===== config.mk =====
export PLATFORM = sky130hd
export DESIGN_NAME = fetch_queue
export DESIGN_NICKNAME = d
export VERILOG_FILES = /design/src/rtl/fetch_queue.sv
export SDC_FILE = /design/constraint.sdc
export NUM_CORES = 1
export LEC_CHECK = 0
export CAP_MARGIN = 5
export CORE_UTILIZATION = 45
export DETAILED_ROUTE_END_ITERATION = 8
export PLACE_DENSITY = 0.73
export SKIP_LAST_GASP = 1
export SLEW_MARGIN = 10
export SYNTH_ARGS = -nofsm -noshare
export SYNTH_HDL_FRONTEND = slang
export SYNTH_SLANG_ARGS = --single-unit

===== constraint.sdc =====
create_clock -name iCLK -period 3.4 [get_ports iCLK]
set_input_delay 0.51 -clock iCLK [delete_from_list [all_inputs] [get_ports iCLK]]
set_output_delay 0.51 -clock iCLK [all_outputs]
set_load 0.05 [all_outputs]

===== src/rtl/fetch_queue.sv =====
// Instruction fetch queue: issues sequential instruction-memory reads from a
// fetch PC, buffers returned words with their addresses in a small circular
// queue, and flushes everything on a redirect.
module fetch_queue #(
    parameter int unsigned          ADDR_W   = 64,
    parameter int unsigned          INSTR_W  = 32,
    parameter int unsigned          DEPTH    = 4,
    parameter logic [ADDR_W-1:0]    RESET_PC = 64'h0000_0000_0040_0000
) (
    input  logic                       iCLK,
    input  logic                       iRST_N,
    input  logic                       iRedirect,
    input  logic [ADDR_W-1:0]          iRedirectPC,
    output logic                       IwReadEnable,
    output logic [ADDR_W-1:0]          IwAddress,
    input  logic [INSTR_W-1:0]         IwReadData,
    input  logic                       iIwReady,
    output logic                       oInstrValid,
    output logic [INSTR_W-1:0]         oInstr,
    output logic [ADDR_W-1:0]          oInstrPC,
    input  logic                       iInstrReady,
    output logic [$clog2(DEPTH):0]     oCount,
    output logic [ADDR_W-1:0]          mPC
);

    localparam int unsigned PtrW = $clog2(DEPTH);
    localparam int unsigned CntW = PtrW + 1;

    typedef enum logic [0:0] {
        StFetch,
        StFull
    } state_e;

    state_e                    state_q, state_d;
    logic [ADDR_W-1:0]         pc_q, pc_d;
    logic [PtrW-1:0]           rd_ptr_q, rd_ptr_d;
    logic [PtrW-1:0]           wr_ptr_q, wr_ptr_d;
    logic [CntW-1:0]           count_q, count_d;
    logic [ADDR_W+INSTR_W-1:0] mem_q [DEPTH];

    logic push;
    logic pop;

    // Redirect targets are word aligned; the low bits are intentionally dropped.
    logic unused_redirect_lsbs;
    assign unused_redirect_lsbs = ^iRedirectPC[1:0];

    // Handshakes; a redirect cancels both the returning data and any pop.
    always_comb begin
        push = (state_q == StFetch) && iIwReady && !iRedirect;
        pop  = (count_q != '0) && iInstrReady && !iRedirect;
    end

    // Next-state logic for FSM, fetch PC, pointers and occupancy.
    always_comb begin
        state_d  = state_q;
        pc_d     = pc_q;
        rd_ptr_d = rd_ptr_q;
        wr_ptr_d = wr_ptr_q;
        count_d  = count_q;
        if (iRedirect) begin
            state_d  = StFetch;
            pc_d     = {iRedirectPC[ADDR_W-1:2], 2'b00};
            rd_ptr_d = '0;
            wr_ptr_d = '0;
            count_d  = '0;
        end else begin
            if (push) begin
                wr_ptr_d = wr_ptr_q + PtrW'(1);
                pc_d     = pc_q + ADDR_W'(4);
            end
            if (pop) begin
                rd_ptr_d = rd_ptr_q + PtrW'(1);
            end
            unique case ({push, pop})
                2'b10:   count_d = count_q + CntW'(1);
                2'b01:   count_d = count_q - CntW'(1);
                default: count_d = count_q;
            endcase
            unique case (state_q)
                StFetch: if (push && (count_d == CntW'(DEPTH))) state_d = StFull;
                StFull:  if (pop) state_d = StFetch;
                default: state_d = StFetch;
            endcase
        end
    end

    // Control state with asynchronous reset.
    always_ff @(posedge iCLK or negedge iRST_N) begin
        if (!iRST_N) begin
            state_q  <= StFetch;
            pc_q     <= RESET_PC;
            rd_ptr_q <= '0;
            wr_ptr_q <= '0;
            count_q  <= '0;
        end else begin
            state_q  <= state_d;
            pc_q     <= pc_d;
            rd_ptr_q <= rd_ptr_d;
            wr_ptr_q <= wr_ptr_d;
            count_q  <= count_d;
        end
    end

    // Queue storage; contents are qualified by count so no reset is needed.
    always_ff @(posedge iCLK) begin
        if (push) begin
            mem_q[wr_ptr_q] <= {pc_q, IwReadData};
        end
    end

    // Outputs; the read request is gated by reset so it drops immediately.
    always_comb begin
        IwReadEnable       = iRST_N && (state_q == StFetch);
        IwAddress          = pc_q;
        mPC                = pc_q;
        oCount             = count_q;
        oInstrValid        = (count_q != '0);
        {oInstrPC, oInstr} = mem_q[rd_ptr_q];
    end

endmodule


==> results of run 1 <==
worst register-to-register path, delay by kind of cell (launching register included):
kind	cells	cell delay [ns]
simple gates	4	1.87
flops	1	0.62
compound gates	1	0.16
layout make-up:
class                      count  area (sq um)
timing repair buffer         353          3583
tap                          525         656.9
inverter                      15         56.30
clock buffer                  57          1276
antenna                        1         2.502
clock inverter                27         296.5
fill                        2990         16460
sequential                   446         13050
multi-input combinational    489          4528
stage by stage:
| stage | utilization | setup WS, ns | std cells | cell area, sq um |
|---|---|---|---|---|
| floorplan | - | 0.5927 | 1067 | 18330 |
| global placement | 0.5481 | 0.4542 | 1828 | 21880 |
| detailed placement | 0.5481 | 0.4241 | 1828 | 21880 |
| CTS | 0.5875 | 0.06116 | 1912 | 23450 |
| global route | 0.5875 | 0.0003488 | 1912 | 23450 |
| finish | 0.5875 | 0.1336 | 1913 | 23450 |
sequential cells by signal, indices dropped and copies added, names as in the netlist:
name and cells:
IwAddress 62, mem_q 376, rd_ptr_q 2, wr_ptr_q 2, state_q 1, oCount 3
path summary, 6_finish.rpt:
path / to / slack, ns / depth (start not counted)
min in group iCLK: wr_ptr_q[0] / 0.27 / 2
setup / recovery: oInstrPC[61] / 0.13 / 3
max in group asynchronous: rd_ptr_q[1] / 2.39 / 2
hold / removal: IwAddress[23] / 0.24 / 2
hold reg to reg: wr_ptr_q[0] / 0.58 / 2
setup reg to reg: IwAddress[62] / 0.69 / 5
Yosys cell counts (all sizes together), types with 7 or more instances:
| cell | instances |
|---|---|
| clkbuf | 30 |
| a31oi | 17 |
| nand3 | 30 |
| inv | 15 |
| or4 | 11 |
| buf | 87 |
| xor2 | 14 |
| xnor2 | 26 |
| nor4 | 17 |
| or3 | 10 |
| mux4 | 94 |
| nand4 | 21 |
| o21ai | 42 |
| edfxtp | 376 |
| nor2 | 38 |
| o31ai | 7 |
| nor3 | 13 |
| and4 | 10 |
| nand2 | 67 |
| and3 | 14 |
| dfrtp | 69 |
metal layers:
layer  global-route usage  wire length, microns
met5                    0                    41
met4              0.06042                   958
met3              0.05864                  3532
met2               0.3420                 21150
met1               0.2868                 18090
logic make-up (layout without fill, tap and decap cells):
group           count (synthesis)  after routing
mux                           100            100
buf+inv                       132            452
fa+ha+maj                       7              7
other cells                     1              7
xor+xnor                       40             40
flops                         446            446
simple gates                  252            252
compound gates                 84             84
cell usage in the layout, fill, tap and decap left out, types with 7 or more instances in the layout:
cell	n
sky130_fd_sc_hd__nor3_1	12
sky130_fd_sc_hd__or4_1	10
sky130_fd_sc_hd__buf_12	11
sky130_fd_sc_hd__mux4_2	94
sky130_fd_sc_hd__and3_1	10
sky130_fd_sc_hd__xor2_1	14
sky130_fd_sc_hd__clkinv_2	7
sky130_fd_sc_hd__nor2_1	38
sky130_fd_sc_hd__clkbuf_16	49
sky130_fd_sc_hd__and4_1	9
sky130_fd_sc_hd__o31ai_1	7
sky130_fd_sc_hd__clkdlybuf4s50_1	318
sky130_fd_sc_hd__nor4_1	17
sky130_fd_sc_hd__a31oi_1	17
sky130_fd_sc_hd__o21ai_0	42
sky130_fd_sc_hd__nand2_1	67
sky130_fd_sc_hd__nand4_1	20
sky130_fd_sc_hd__edfxtp_1	376
sky130_fd_sc_hd__inv_1	14
sky130_fd_sc_hd__clkinv_1	7
sky130_fd_sc_hd__xnor2_1	26
sky130_fd_sc_hd__nand3_1	30
sky130_fd_sc_hd__or3_1	9
sky130_fd_sc_hd__dfrtp_1	67
sky130_fd_sc_hd__buf_4	24
power breakdown:
part | total (mW) | leakage [nW] | internal, mW | switching (mW)
registers | 6.43 | 4.24 | 6.19 | 0.234
logic | 3.19 | 2.70 | 1.17 | 2.02
clock network | 5.19 | 0.758 | 3.12 | 2.07
total | 14.8 | 7.71 | 10.5 | 4.32
==> results.md, run 1 <==
Status:
- The flow ran to the end, and the final reports show no timing, DRC or antenna violations.

Timing:
- In the finished design, the share of the clock period the worst path needs comes to 0.9607.
- The maximum frequency from static timing analysis is 306.1 MHz.
- In this run the tightest slew margin relative to its limit is 0.3214.
- Setup repair after global routing left no endpoint under its margin.
- For the pin with the worst max-slew slack, the measured transition is 1.018 ns.
- The setup TNS is 0 ns.
- The clock tree skew after final layout is 0.01760 ns.
- Hold is met by 0.2432 ns.
- The post-layout minimum cycle time is 3.266 ns.
- The number of hold-slack violations in the final timing report is 0.
- Setup violations remaining at the end of the flow were counted as 0.
- The number of pins exceeding their max-slew limit in the final report was 0.

Synthesis:
- The complex-gate fraction of the synthesized area was 0.02829.
- The cell count after synthesis is 1062.
- Sorting the synthesized cells by area gives the leading types as sky130_fd_sc_hd__edfxtp_1 62%, sky130_fd_sc_hd__mux4_2 12%, sky130_fd_sc_hd__dfrtp_1 9.4%.
- The netlist area before placement is 18310 sq um.
- The synthesized area divided by synthesized cell count is 17.24 sq um.
- The most used flip-flop cell after synthesis is sky130_fd_sc_hd__edfxtp_1.
- In this run, synthesis produced a sequential element count of 446.
- The leading area contributor after synthesis is sky130_fd_sc_hd__edfxtp_1.
- The sequential-to-total area share from yosys stat is 0.7125.
- The number of enable-type register cells in the synthesized netlist is 376.
- Of the total synthesized cell area, the portion taken by XOR and XNOR cells is 0.01914.
- Yosys mapped the design onto 55 distinct sky130hd cell types.
- For this run, the number of Yosys warnings is 0.
- The share of synthesized area spent on multiplexers is 0.1190.
- The simple-gate share of the synthesized area is 0.07340.
- By area, the combinational part of the netlist is dominated by multiplexers.
- Of the total synthesized cell area, the portion taken by full adders, half adders and majority gates is 0.005194.
- For this run, asynchronously set or reset flops after synthesis account for 0.1570.
- The share of synthesized area in the top cell type comes to 0.6167.

CTS:
- The buffer count from post-CTS setup fixing is 0.
- The CTS tree is built.
- The number of gates resized after CTS is 0.
- The H-tree depth is 2.
- Clock latency on the worst-skew pair, taken at its later pin, is 0.57 ns.
- Clock-pin slew was measured on the worst setup and hold paths at 0.06 ns.
- The root buffer cell chosen for the clock tree is sky130_fd_sc_hd__clkbuf_16.
- The number of buffers inserted for hold repair after clock tree synthesis is 0.
- The TritonCTS sink count is 446.
- The clock tree buffer depth is 3.
- In this run, CTS created clock tree buffers numbering 46.

Cells and area:
- The number of nets in the finished design is 1459.
- From synthesis to final layout, the design area changed by 28.10%.
- Of the cells placed in the final design, the portion with a size suffix greater than 1 is 0.1572.

Placement:
- The half-perimeter wire length of the detailed placement result is 28020 microns.
- The final weighted congestion in routability-driven placement is 0.7802.
- The total of buffers placed on input and output ports is 321.

Power:
- VDD sags by at most 0.3965 mV.
- The power density over cell area is 631.4 nW/um^2.
- The post-layout total power is 14.81 mW.
- The static leakage is 7.705 nW.

Detailed routing:
- In the final routed layout, each cell accounts on average for 22.88 microns.
- After detailed routing, the number of remaining DRC violations is 0.
- The DRC violation total after the first TritonRoute iteration is 662.
- The via count is 10.52k.
- The first TritonRoute pass finished after 5 iterations.
- The detail route stage leaves a number of antenna-violating nets equal to 0.
- After detailed routing, the number of vias per cell comes to 5.497.
- Wires add up to 43770 microns.

Setup path:
- The data required time at the worst endpoint is 2.89 ns.
- STA puts the critical path data arrival time at 2.76 ns.
- The delay of the slowest critical-path stage is 0.73 ns.
- In this run the critical register-to-register path is launched from IwAddress[36].
- The slowest stage of the critical path is the sky130_fd_sc_hd__clkdlybuf4s50_1 cell.
- The critical path's top delay family is buffers and inverters.
- The worst setup path is captured at an output port.
- STA classifies the critical path startpoint as a flop.
- The critical-path maximum fanout is 52.
- The buffers plus inverters on the worst setup path is 2.
- In this run the worst setup path begins at rd_ptr_q[0].
- Traced cell by cell, the critical path runs through buf_12, mux4_2, clkdlybuf4s50_1.
- The worst setup path is of the reg -> out kind.

Floorplan:
- The die width is 203.7 microns.
- The floorplan die area is 41490 sq um.
- The number of rows created at floorplan is 73.
- For this configuration, the core starts out at a cell density of 0.4587.
- The total I/O pin count is 330.
- The core region is 39910 sq um.
- In this run the vertical extent of the chip is 203.7 microns.

GRT:
- The pin count of the biggest net entering global routing is 92.
- The combined global-route utilization of all metal layers is 0.2137.
- The number of global-route vias before repair is 10.74k.
- The number of antenna violations at the first check in global routing was 4.
- The first global-routing pass estimated 65990 microns of wire.
- The sum of overflow across all layers after global routing is 0.

Hold path:
- The worst hold path class is in -> async.

Job:
- The number of maximum-capacitance violations is 0.
Power figures use the tool's default switching activity.
==> inputs of run 2 (changes only) <==
- CORE_UTILIZATION: 45 -> 43
- PLACE_DENSITY: 0.73 -> 0.7
==> run 2 against run 1 <==
Wire length is 0.35% lower. Clock skew increased by 0.0037 ns. Count of clock-buffer cells in the layout grew 8. Design area grew 0.22%. Total power down 0.22%. First-iteration DRC count increased by 11%.
==> results.md, run 2 (synthesis results as in run 1) <==
GRT:
- The pin count of the biggest net entering global routing is 71 (-23%).
- The number of antenna violations at the first check in global routing is 8 (+4).
- The number of global-route vias before repair came to 10.76k (+0.20%).
- The combined global-route utilization of all metal layers is 0.2007 (-0.01292).
- The sum of overflow across all layers after global routing is 0 (unchanged).
- The first-pass GRT wire length is 65630 microns (-0.54%).

Cells and area:
- The number of flip-flops in the largest register came to 376 (unchanged).
- The register name with the most flops is mem_q.
- The area taken by flip-flops and latches is 13050 sq um (unchanged).
- The number of nets in the finished design is 1463 (+0.27%).
- The share of cells above drive strength 1 was 0.1578 (+0.0006455).
- The library cell used most frequently in the layout, excluding fill and tap cells, is sky130_fd_sc_hd__edfxtp_1.
- The area occupied by multi-input gates was 4528 sq um (unchanged).
- The number of fill cells in the layout is 3248 (+8.6%).
- Relative to the synthesized area, the layout overhead comes to 28.38%.
- In the layout the commonest cells are 376 x sky130_fd_sc_hd__edfxtp_1, 317 x sky130_fd_sc_hd__clkdlybuf4s50_1, 94 x sky130_fd_sc_hd__mux4_2.

Timing:
- The worst-case headroom to the max-slew limit is 0.3353 (+0.01383).
- The number of setup violations in the final report is 0 (unchanged).
- The setup TNS is 0 ns (unchanged).
- The maximum frequency from static timing analysis is 309.0 MHz (+0.94%).
- The final hold slack is 0.2053 ns (-0.03790 ns).
- The final worst-path cycle share was 0.9518 (-0.008926).
- The clock tree skew after final layout was 0.02133 ns (+0.003730 ns).
- The post-layout minimum cycle time is 3.236 ns (-0.03035 ns).
- The pin slew with the least headroom to its limit is 0.9971 ns (-0.02074 ns).
- The number of hold-slack violations in the final timing report is 0 (unchanged).
- The number of pins exceeding their max-slew limit in the final report came to 0 (unchanged).
- Setup repair after global routing left no endpoint under its margin.

CTS:
- The clock-pin transition on the worst setup and hold timing paths is 0.06 ns (about the same).
- The H-tree depth came to 2 (unchanged).
- The clock latency at the later pin of the worst-skew pair came to 0.58 ns (about the same).
- The clock root buffer is sky130_fd_sc_hd__clkbuf_16.
- The number of CTS-inserted buffers is 47 (+2.2%).
- The TritonCTS sink count is 446 (unchanged).
- The number of buffers inserted for hold repair after clock tree synthesis was 0 (unchanged).
- The clock tree buffer depth is 3 (unchanged).
- The buffer count from post-CTS setup fixing is 0 (unchanged).
- TritonCTS built the clock tree.

Setup path:
- The startpoint identified for the worst register-to-register timing path is IwAddress[26].
- The data required time at the worst endpoint is 2.89 ns (about the same).
- The worst setup path is captured at an output port.
- The worst setup path is of the reg -> out kind.
- The worst setup path is launched from a flop.
- The delay of the slowest critical-path stage is 0.72 ns (about the same).
- The cell family contributing the most delay on the critical path is buffers and inverters.
- The length in cells of the worst reg-to-reg path is 5 (unchanged).
- The critical path goes through buf_12, mux4_2, clkdlybuf4s50_1.
- The path length in cells of the critical path is 3 (unchanged).
- The setup slack of the worst register-to-register path is 0.74 ns (+0.05 ns).
- The buffers plus inverters on the worst setup path is 2 (unchanged).
- The critical register-to-register path endpoint is IwAddress[52].
- The data arrival time at the worst-slack endpoint is 2.73 ns (-0.03 ns).
- The critical-path maximum fanout is 35 (-33%).
- The master of the slowest instance on the critical path is sky130_fd_sc_hd__clkdlybuf4s50_1.

Detailed routing:
- The DRC violation count after routing is 0 (unchanged).
- The final wirelength is 43610 microns (-0.35%).
- The detailed-route wire length per cell is 22.53 microns (-1.5%).
- The via count is 10.64k (+1.2%).
- The via count normalized by instance count came to 5.497 (about the same).
- The total iterations of the first detailed-routing run was 4 (-1).
- The post-detailed-route count of antenna-violating nets was 0 (unchanged).
- The DRC violation total after the first TritonRoute iteration is 738 (+11%).

Floorplan:
- The floorplan die height is 208.3 microns (+2.3%).
- The floorplan core area is 41950 sq um (+5.1%).
- The floorplan die area is 43410 sq um (+4.6%).
- The die width is 208.3 microns (+2.3%).
- The total I/O pin count is 330 (unchanged).
- The starting utilization of the core area is 0.4365 (-0.02222).
- The number of rows created at floorplan is 75 (+2.7%).

Power:
- The static leakage is 7.739 nW (+0.44%).
- The peak supply drop is 0.4884 mV (+23%).
- The power density over cell area is 628.6 nW/um^2 (-0.44%).

Job:
- The number of maximum-capacitance violations is 0 (unchanged).

Status:
- The flow ran to the end, and the final reports show no timing, DRC or antenna violations.

Placement:
- The half-perimeter wire length of the detailed placement result is 27950 microns (-0.24%).
- The total of buffers placed on input and output ports is 321 (unchanged).
- The final weighted congestion in routability-driven placement is 0.7897 (+1.2%).

Hold path:
- The path class of the tightest hold or removal check is in -> async.
-- run 2: changes by cell type in the layout (fill, tap and decap cells not counted), sizes merged --
cell / before / now
clkinv: 14 / 15
dlygate4sd2: 0 / 1
bufinv: 6 / 4
clkinvlp: 5 / 2
buf: 35 / 36
clkdlybuf4s50: 318 / 317
diode: 1 / 3
dlymetal6s2s: 0 / 1
clkbuf: 57 / 66
-- run 2: worst reg2reg max path, delay by kind of cell (launching register included) --
family          cells  cell delay [ns]
flops               1             0.58
simple gates        4             1.86
compound gates      1             0.16
-- run 2: worst max path at each step --
stage | slack [ns] | endpoint | startpoint
2_1_floorplan | 0.59 | state_q | oCount[0]
3_3_place_gp | 0.45 | IwAddress[52] | iIwReady
3_5_place_dp | 0.42 | IwAddress[52] | iIwReady
4_1_cts | 0.007 | oInstrPC[35] | rd_ptr_q[0]
5_1_grt | 0.07 | oInstrPC[27] | rd_ptr_q[0]
6_report | 0.16 | oInstrPC[33] | rd_ptr_q[0]
-- run 2: final cells by class --
cell class	instances	share of cell area
Inverter	15	0.002396
Clock buffer	65	0.05595
Tap cell	539	0.02869
Sequential cell	446	0.5553
Antenna cell	3	0.0003194
Clock inverter	23	0.01054
Timing Repair Buffer	356	0.1541
Multi-Input combinational cell	489	0.1927
-- run 2: timing repair --
action                                  4_1_cts  5_1_grt
cloned                                        0        1
hold endpoints to repair                      0        0
endpoints found under the setup margin       14       31
resized for setup                             2        1
-- run 2: power breakdown --
part           switching (mW)  internal [mW]  total (mW)
combinational            2.02           1.18        3.20
sequential              0.239           6.19        6.43
clock                    2.11           3.03        5.14
-- run 2: layer usage --
| metal | vias up | routed length (microns) | global-route usage |
|---|---|---|---|
| met4 | 10 | 1096 | 0.07024 |
| met2 | 406 | 20920 | 0.3205 |
| met5 | - | 69 | 0 |
| met1 | 5446 | 18200 | 0.2674 |
| li1 | 4706 | - | - |
| met3 | 74 | 3324 | 0.05132 |
-- run 2: through the flow --
stage               instance area, sq um  cells  total power [mW]  setup slack (ns)    util
finish                             23500   1936             14.77            0.1639  0.5603
CTS                                23470   1932             14.93          0.006602  0.5595
detailed placement                 21900   1844             9.749            0.4201  0.5221
global placement                   21900   1844             9.719            0.4493  0.5221
global route                       23500   1935             15.27           0.07426  0.5602
floorplan                          18330   1067             8.672            0.5927       -
